**src/rtl/rtc_bus_scheduler.sv**
```systemverilog
// rtc_bus_scheduler: arbitrates decoder writes and periodic 9-register read sweeps onto the RTC muxed bus
module rtc_bus_scheduler #(
  parameter int unsigned T_PHASE = 4
) (
  input  logic       clk,
  input  logic       reset,
  input  logic       en_progra,
  input  logic [7:0] add_wr,
  input  logic [7:0] data_wr,
  output logic       fin_wr,
  input  logic       refresh_req,
  output logic       sweep_busy,
  output logic       sweep_done,
  output logic       rd_valid,
  output logic [7:0] rd_addr,
  output logic [7:0] rd_data,
  output logic       cs_n,
  output logic       ad_n,
  output logic       wr_n,
  output logic       rd_n,
  output logic [7:0] ad_out,
  output logic       ad_oe,
  input  logic [7:0] ad_in
);
  typedef enum logic [2:0] {IDLE, A_SETUP, A_STRB, A_HOLD, D_SETUP, D_STRB, D_HOLD, GAP} state_t;
  state_t     state_q, state_d;
  logic [7:0] cnt_q, cnt_d, addr_q, addr_d, data_q, data_d, rdat_q, rdat_d;
  logic [3:0] idx_q, idx_d;
  logic       busy_q, busy_d, wr_q, wr_d;
  logic       last, gap0, a_ph, d_ph;
  function automatic logic [7:0] sweep_addr(input logic [3:0] i);
    return (i < 4'd6) ? 8'h21 + {4'h0, i} : 8'h3b + {4'h0, i};
  endfunction
  assign last       = cnt_q == 8'(T_PHASE - 1);
  assign gap0       = state_q == GAP && cnt_q == 8'd0;
  assign a_ph       = state_q inside {A_SETUP, A_STRB, A_HOLD};
  assign d_ph       = state_q inside {D_SETUP, D_STRB, D_HOLD};
  assign fin_wr     = gap0 && wr_q;
  assign sweep_done = gap0 && !wr_q && idx_q == 4'd8;
  assign sweep_busy = busy_q && !sweep_done;
  assign rd_valid   = state_q == D_HOLD && cnt_q == 8'd0 && !wr_q;
  assign rd_addr    = addr_q;
  assign rd_data    = rdat_q;
  assign cs_n       = !(a_ph || d_ph);
  assign ad_n       = !a_ph;
  assign ad_oe      = a_ph || (d_ph && wr_q);
  assign ad_out     = a_ph ? addr_q : (d_ph && wr_q) ? data_q : 8'h00;
  assign wr_n       = !(state_q == A_STRB || (state_q == D_STRB && wr_q));
  assign rd_n       = !(state_q == D_STRB && !wr_q);
  always_comb begin
    state_d = state_q;
    cnt_d   = cnt_q;
    addr_d  = addr_q;
    data_d  = data_q;
    rdat_d  = rdat_q;
    idx_d   = idx_q;
    busy_d  = busy_q;
    wr_d    = wr_q;
    if (state_q == IDLE) begin
      if (en_progra || busy_q) begin
        state_d = A_SETUP;
        cnt_d   = 8'd0;
        wr_d    = en_progra;
        addr_d  = en_progra ? add_wr : sweep_addr(idx_q);
        data_d  = en_progra ? data_wr : data_q;
      end
    end else begin
      cnt_d = last ? 8'd0 : cnt_q + 8'd1;
      if (last) state_d = (state_q == GAP) ? IDLE : state_t'(state_q + 3'd1);
    end
    if (state_q == D_STRB && last && !wr_q) rdat_d = ad_in;
    if (gap0 && !wr_q) idx_d = (idx_q == 4'd8) ? 4'd0 : idx_q + 4'd1;
    if (sweep_done) busy_d = 1'b0;
    // a refresh landing on the sweep_done cycle starts the next sweep
    if (refresh_req && !sweep_busy) begin
      busy_d = 1'b1;
      idx_d  = 4'd0;
    end
  end
  always_ff @(posedge clk or posedge reset) begin
    if (reset) begin
      state_q <= IDLE;
      cnt_q   <= 8'd0;
      addr_q  <= 8'h00;
      data_q  <= 8'h00;
      rdat_q  <= 8'h00;
      idx_q   <= 4'd0;
      busy_q  <= 1'b0;
      wr_q    <= 1'b0;
    end else begin
      state_q <= state_d;
      cnt_q   <= cnt_d;
      addr_q  <= addr_d;
      data_q  <= data_d;
      rdat_q  <= rdat_d;
      idx_q   <= idx_d;
      busy_q  <= busy_d;
      wr_q    <= wr_d;
    end
  end
endmodule

```
**config.mk**
```make
export PLATFORM = sky130hd
export DESIGN_NAME = rtc_bus_scheduler
export DESIGN_NICKNAME = d
export VERILOG_FILES = /design/src/rtl/rtc_bus_scheduler.sv
export SDC_FILE = /design/constraint.sdc
export NUM_CORES = 1
export LEC_CHECK = 0
export ABC_AREA = 0
export BUFFER_PORTS_ARGS = -buffer_cell sky130_fd_sc_hd__buf_2
export CORE_UTILIZATION = 56
export CTS_CLUSTER_SIZE = 28
export DETAILED_ROUTE_END_ITERATION = 10
export PLACE_DENSITY = 0.94
export SYNTH_ARGS = -nofsm -noshare
export SYNTH_HDL_FRONTEND = slang
export SYNTH_SLANG_ARGS = --single-unit
```
**constraint.sdc**
```tcl
create_clock -name clk -period 5.5 [get_ports clk]
set_input_delay 0.55 -clock clk [delete_from_list [all_inputs] [get_ports clk]]
set_output_delay 0.55 -clock clk [all_outputs]
set_load 0.02 [all_outputs]
```
======== Yosys cells after proc, flatten, opt, wreduce, memory -nomap -nowiden ========
Cells that the tools add are included.
storage, ports and cells
  register bits after elaboration ......... 41
  latch bits .............................. 0
  RAM bits ................................ 0
  memory bits (read-only) ................. 0
  bits of input ports ..................... 28
  output and inout bits ................... 33
  word-level logic and storage cells ...... 74
  memories kept ........................... 0
cells by class
  $add $sub $neg .......................... 5
  $mul .................................... 0
  div/mod/pow operators ................... 0
  order comparisons ....................... 1
  equal/unequal tests ..................... 10
  shift-type cells ........................ 0
  mux-type cells .......................... 16
  bitwise operators ....................... 0
  reduce and logical (&&, ||, !) cells .... 34
operator list
  kind                                                                           number
  8-bit 2-to-1 mux                                                               6
  6-bit by 4-bit adder with 7-bit output (first input constant)                  2
  1-bit logical AND                                                              13
  3-bit equality test (second input constant)                                    4
  3-bit 2-to-1 mux                                                               4
  4-bit 2-to-1 mux                                                               3
  8-bit by 1-bit adder with 8-bit output (second input constant)                 1
  8-bit by 2-bit equality test with 1-bit output (second input constant)         1
  8-bit logical NOT                                                              1
  1-bit logical NOT                                                              7
  7-bit 2-to-1 mux                                                               1
  3-bit by 2-bit equality test with 1-bit output (second input constant)         2
  2-bit nonzero test                                                             3
  3-bit nonzero test                                                             2
  4-bit by 1-bit adder with 4-bit output (second input constant)                 1
  4-bit equality test (second input constant)                                    1
  1-bit logical OR                                                               4
  4-bit by 3-bit less-than comparator with 1-bit output (second input constant)  1
  2-bit AND reduction                                                            2
  3-bit by 1-bit adder with 3-bit output (second input constant)                 1
  3-bit by 1-bit equality test with 1-bit output (second input constant)         1
  3-bit logical NOT                                                              1
  3-bit AND reduction                                                            1
  1-bit 2-to-1 mux                                                               2
  2-bit by 1-bit inequality test with 1-bit output (second input constant)       1

======== Depth between registers and ports, before layout ========
  depth after elaboration ................. 9
  depth in mapped cells ................... 7
  gate-level depth less buffers ........... 6

======== Least setup slack after synthesis ========
No wires, ideal clock.
  path type ............................... register -> output
  start ................................... register state_q[0]
  end ..................................... output ad_out[0]
  arrival ................................. 1.769 ns
  required time ........................... 4.950 ns
  slack ................................... 3.181 ns
  cell stages (with the launch flop) ...... 8
  buffers on the path ..................... 1
  cell sequence ........................... dfrtp_1 -> inv_1 -> ha_1 -> or2_2 -> a21oi_1 -> buf_2 -> mux2i_1 -> nor2_1
between the ends
  longest elaborated chain between the ends .. 5
  elaborated cells between the ends (all ways) .. 11
  classes of those cells .................. eq/ne (6); mux (2); reduce/logical (3)
RTL lines
  what                    RTL line  RTL
  from (decl)             26        state_t state_q, state_d;
  from (signal assigned)  91        state_q <= state_d;
  3-bit equality test     37        assign d_ph = state_q inside {D_SETUP, D_STRB, D_HOLD};
  3-bit nonzero test      37
  1-bit logical AND       47        assign ad_out = a_ph ? addr_q : (d_ph && wr_q) ? data_q : 8'h00;
  8-bit 2-to-1 mux        47
  8-bit 2-to-1 mux *      47
  to (decl)               21        output logic [7:0] ad_out,
Mark *: on every way between the ends. The rest lies on a longest branch, timed or not.

======== Final worst setup path ========
  start ................................... register state_q[0]
  end ..................................... output ad_out[1]
Same word-level chain as after synthesis.

==> summary.md <==
| Metric | Value |
|---|---|
| Top-count cell post-synth | `dfrtp_1` |
| Core area | `3771 um2` |
| Antenna diode count | `0` |
| Die height | `65.81 um` |
| CP startpoint | `state_q[0]$_DFFE_PP0P_` |
| Remaining DRCs | `0` |
| Async set-reset flop share out of synthesis | `100.0%` |
| Avg Vias per Cell | `5.745` |
| Fmax | `299.1 MHz` |
| Slew headroom | `23.62%` |
| Hold Vio Cnt, Final | `0` |
| Syn. warnings | `0` |
| Final min period | `3.343 ns` |
| Predominant post-synthesis flop cell | `dfrtp_1` |
| Register area share after synthesis | `45.01%` |
| Per-cell routed wire length | `15.01 um` |
| Number of flops mapped to enable cells by yosys | `0` |
| Starting DRT DRC Count | `99` |
| CP Class | `reg -> out` |
| Mapped Cells | `223` |
| Final instance area | `2698 um2` |
| Max Root-Sink Buffers | `2` |
| H-tree depth | `2` |
| Power Total | `550.0 uW` |
| Status | `complete, no violations` |
| Crit path DAT | `2.79 ns` |
| Hold Slack | `0.3708 ns` |
| Leak | `0.001386 uW` |
| Number of antenna violations at the first check in global routing | `0` |
| Number of port buffers | `60` |
| Hold_buf cts | `0` |
| Worst Setup EP | `ad_out[1]` |
| Vias in the first global route | `1800` |
| Clock root buffer | `clkbuf_8` |
| Flop2flop setup slack | `2.92 ns` |
| Final setup vio count | `0` |
| Share of cells above drive strength 1 | `33.68%` |
| Synth-to-Final Area Change | `18.33%` |
| Total CTS buffers | `5` |
| Worst reg-to-reg path cell count | `6` |
| Worst-path clk slew | `0.08 ns` |
| Period utilization | `60.78%` |
| Synthesized cell area | `2280 um2` |
| Final Skew | `0.01040 ns` |
| Initial Util | `60.45%` |
| Top cells by area, synth | `dfrtp_1, mux2_2, ha_1` |
| Cell taking the most area after synthesis | `dfrtp_1` |
| Vias | `1913` |
| Clock power frac | `35.5%` |
| Final ANT Viol Nets | `0` |
| Top-area cell type share of the netlist area | `45.01%` |
| Endpoint class of the critical path | `output pin` |
| First-pass DRT Iterations | `4` |
| Final wirelength | `4998 um` |
| MaxCap Viol Count | `0` |
| Rows | `22` |
| First-pass GRT wire length | `7928 um` |
| Post-CTS Setup Inserts | `0` |
| Area of the die | `4330 um2` |
| Comb pwr share | `7.9%` |
| Power Density | `203.9 nW/um2` |
| Final Max Tran Viols | `0` |
| Critical path fanouts, max | `9` |
| Seq cells post-synth | `41` |
| Startpoint types | `flop` |
| Commonest cells in the netlist | `dfrtp_1, mux2_2, nand2_1, nor2_1, o21ai_0` |
| RSZ-0062 raised after global routing | `false` |
| Maximum VDD drop | `0.1801 mV` |
| Die W | `65.81 um` |
| Clk sinks | `41` |
| R2r endpoint | `state_q[0]$_DFFE_PP0P_` |
| Pint | `412.3 uW` |
| Critical R2R Launch | `state_q[0]$_DFFE_PP0P_` |
| Gp weighted congestion | `0.8400` |
| Largest net degree at the start of global routing | `42` |
| Gr ovfl total | `0` |
| IO Count | `61` |
| Hold Path Class | `in -> async` |
| Post_cts resized | `0` |
| Clk_lat worst skew | `0.30 ns` |
| Dpl hpwl | `3627 um` |
| Post-Route Setup TNS | `0 ns` |
| Syn_nets | `262` |
| Nets | `323` |
| Syn Area/Cell | `10.22 um2` |
| Overall routing resource usage | `24.37%` |
| Sw Ratio | `25.02%` |
| Critical Path RT | `4.95 ns` |
| Area after detailed placement | `2611 um2` |
| CTS tree | `yes` |
| P_sw | `137.6 uW` |
| Share of power burned in registers | `56.6%` |
| Worst-margin pin slew | `1.146 ns` |
| Post-layout util | `71.53%` |
| Synth cell types | `43` |
power by group through the flow:
stage | logic [uW] | clock network [uW] | registers, uW
after global routing | 49.4 | 210 | 312
after floorplan | 23.9 | 0 | 319
final | 43.5 | 195 | 311
after detailed placement | 43.7 | 0 | 317
after CTS | 43.8 | 198 | 311
after global placement | 42.2 | 0 | 316
worst max-delay path, cell delays in order (launching register included):
cell	delay [ns]
dfrtp_1	0.41
inv_1	0.09
ha_1	0.22
or2_2	0.31
a21oi_1	0.90
mux2i_1	0.30
nor2_1	0.06
buf_2	0.19
placed cells by master, fill, tap and decap left out, types with 5 or more instances in the layout:
cell type  count
buf_2         60
dfrtp_1       41
nand2_1       20
mux2_2        20
nor2_1        18
o21ai_0       14
a21oi_1       13
mux2i_1       12
inv_1         12
ha_1          11
and3_1         5
clkbuf_8       5
per-layer routing:
metal  vias to the layer above  routed length [um]  GRT usage, %
li1                        914                   -             -
met1                       924                2201         30.43
met2                        59                2421         39.92
met3                        16                 241         4.483
met4                         0                 134         12.77
met5                         -                   0             0
sequential cells by signal (all words and copies together) (netlist names):
signal and flops:
cnt_q 8, data_q 8, rd_addr 8, rd_data 8, idx_q 4, state_q 3, busy_q 1, wr_q 1
final cells by class:
| class | instances | area, um2 |
|---|---|---|
| Timing Repair Buffer | 61 | 307.8 |
| Tap cell | 48 | 60.06 |
| Clock inverter | 3 | 17.52 |
| Multi-Input combinational cell | 163 | 1172 |
| Inverter | 12 | 45.04 |
| Sequential cell | 41 | 1026 |
| Clock buffer | 5 | 68.82 |
| Fill cell | 275 | 1074 |
how the worst min path moves through the flow:
stage	startpoint	to	slack, ns	depth (start not counted)
CTS	reset	cnt_q[6]$_DFFE_PP0P_	0.38	3
global route	reset	idx_q[0]$_DFFE_PP0P_	0.41	3
floorplan	data_q[0]$_DFFE_PP0P_	data_q[0]$_DFFE_PP0P_	0.48	1
global placement	rd_data[4]$_DFFE_PP0P_	rd_data[4]$_DFFE_PP0P_	0.48	1
finish	reset	idx_q[0]$_DFFE_PP0P_	0.37	3
detailed placement	rd_data[7]$_DFFE_PP0P_	rd_data[7]$_DFFE_PP0P_	0.49	1
through the flow:
stage               setup slack (ns)  cells
floorplan                      3.181    223
global placement               2.644    325
detailed placement             2.503    325
CTS                            2.138    333
global route                   2.036    333
finish                         2.157    333
cell families (layout without fill, tap and decap cells):
kind of cell	after synthesis	after routing	share of synthesized area, %
buffers and inverters	19	81	3.567
xor gates and xnor gates	4	4	1.537
and+or+nand+nor	73	73	17.29
muxes	32	32	15.15
adders and majority gates	11	11	6.037
DFF	41	41	45.01
AOI/OAI and AO/OA	43	43	11.42
Note: power is estimated with default switching activity, not from simulation.
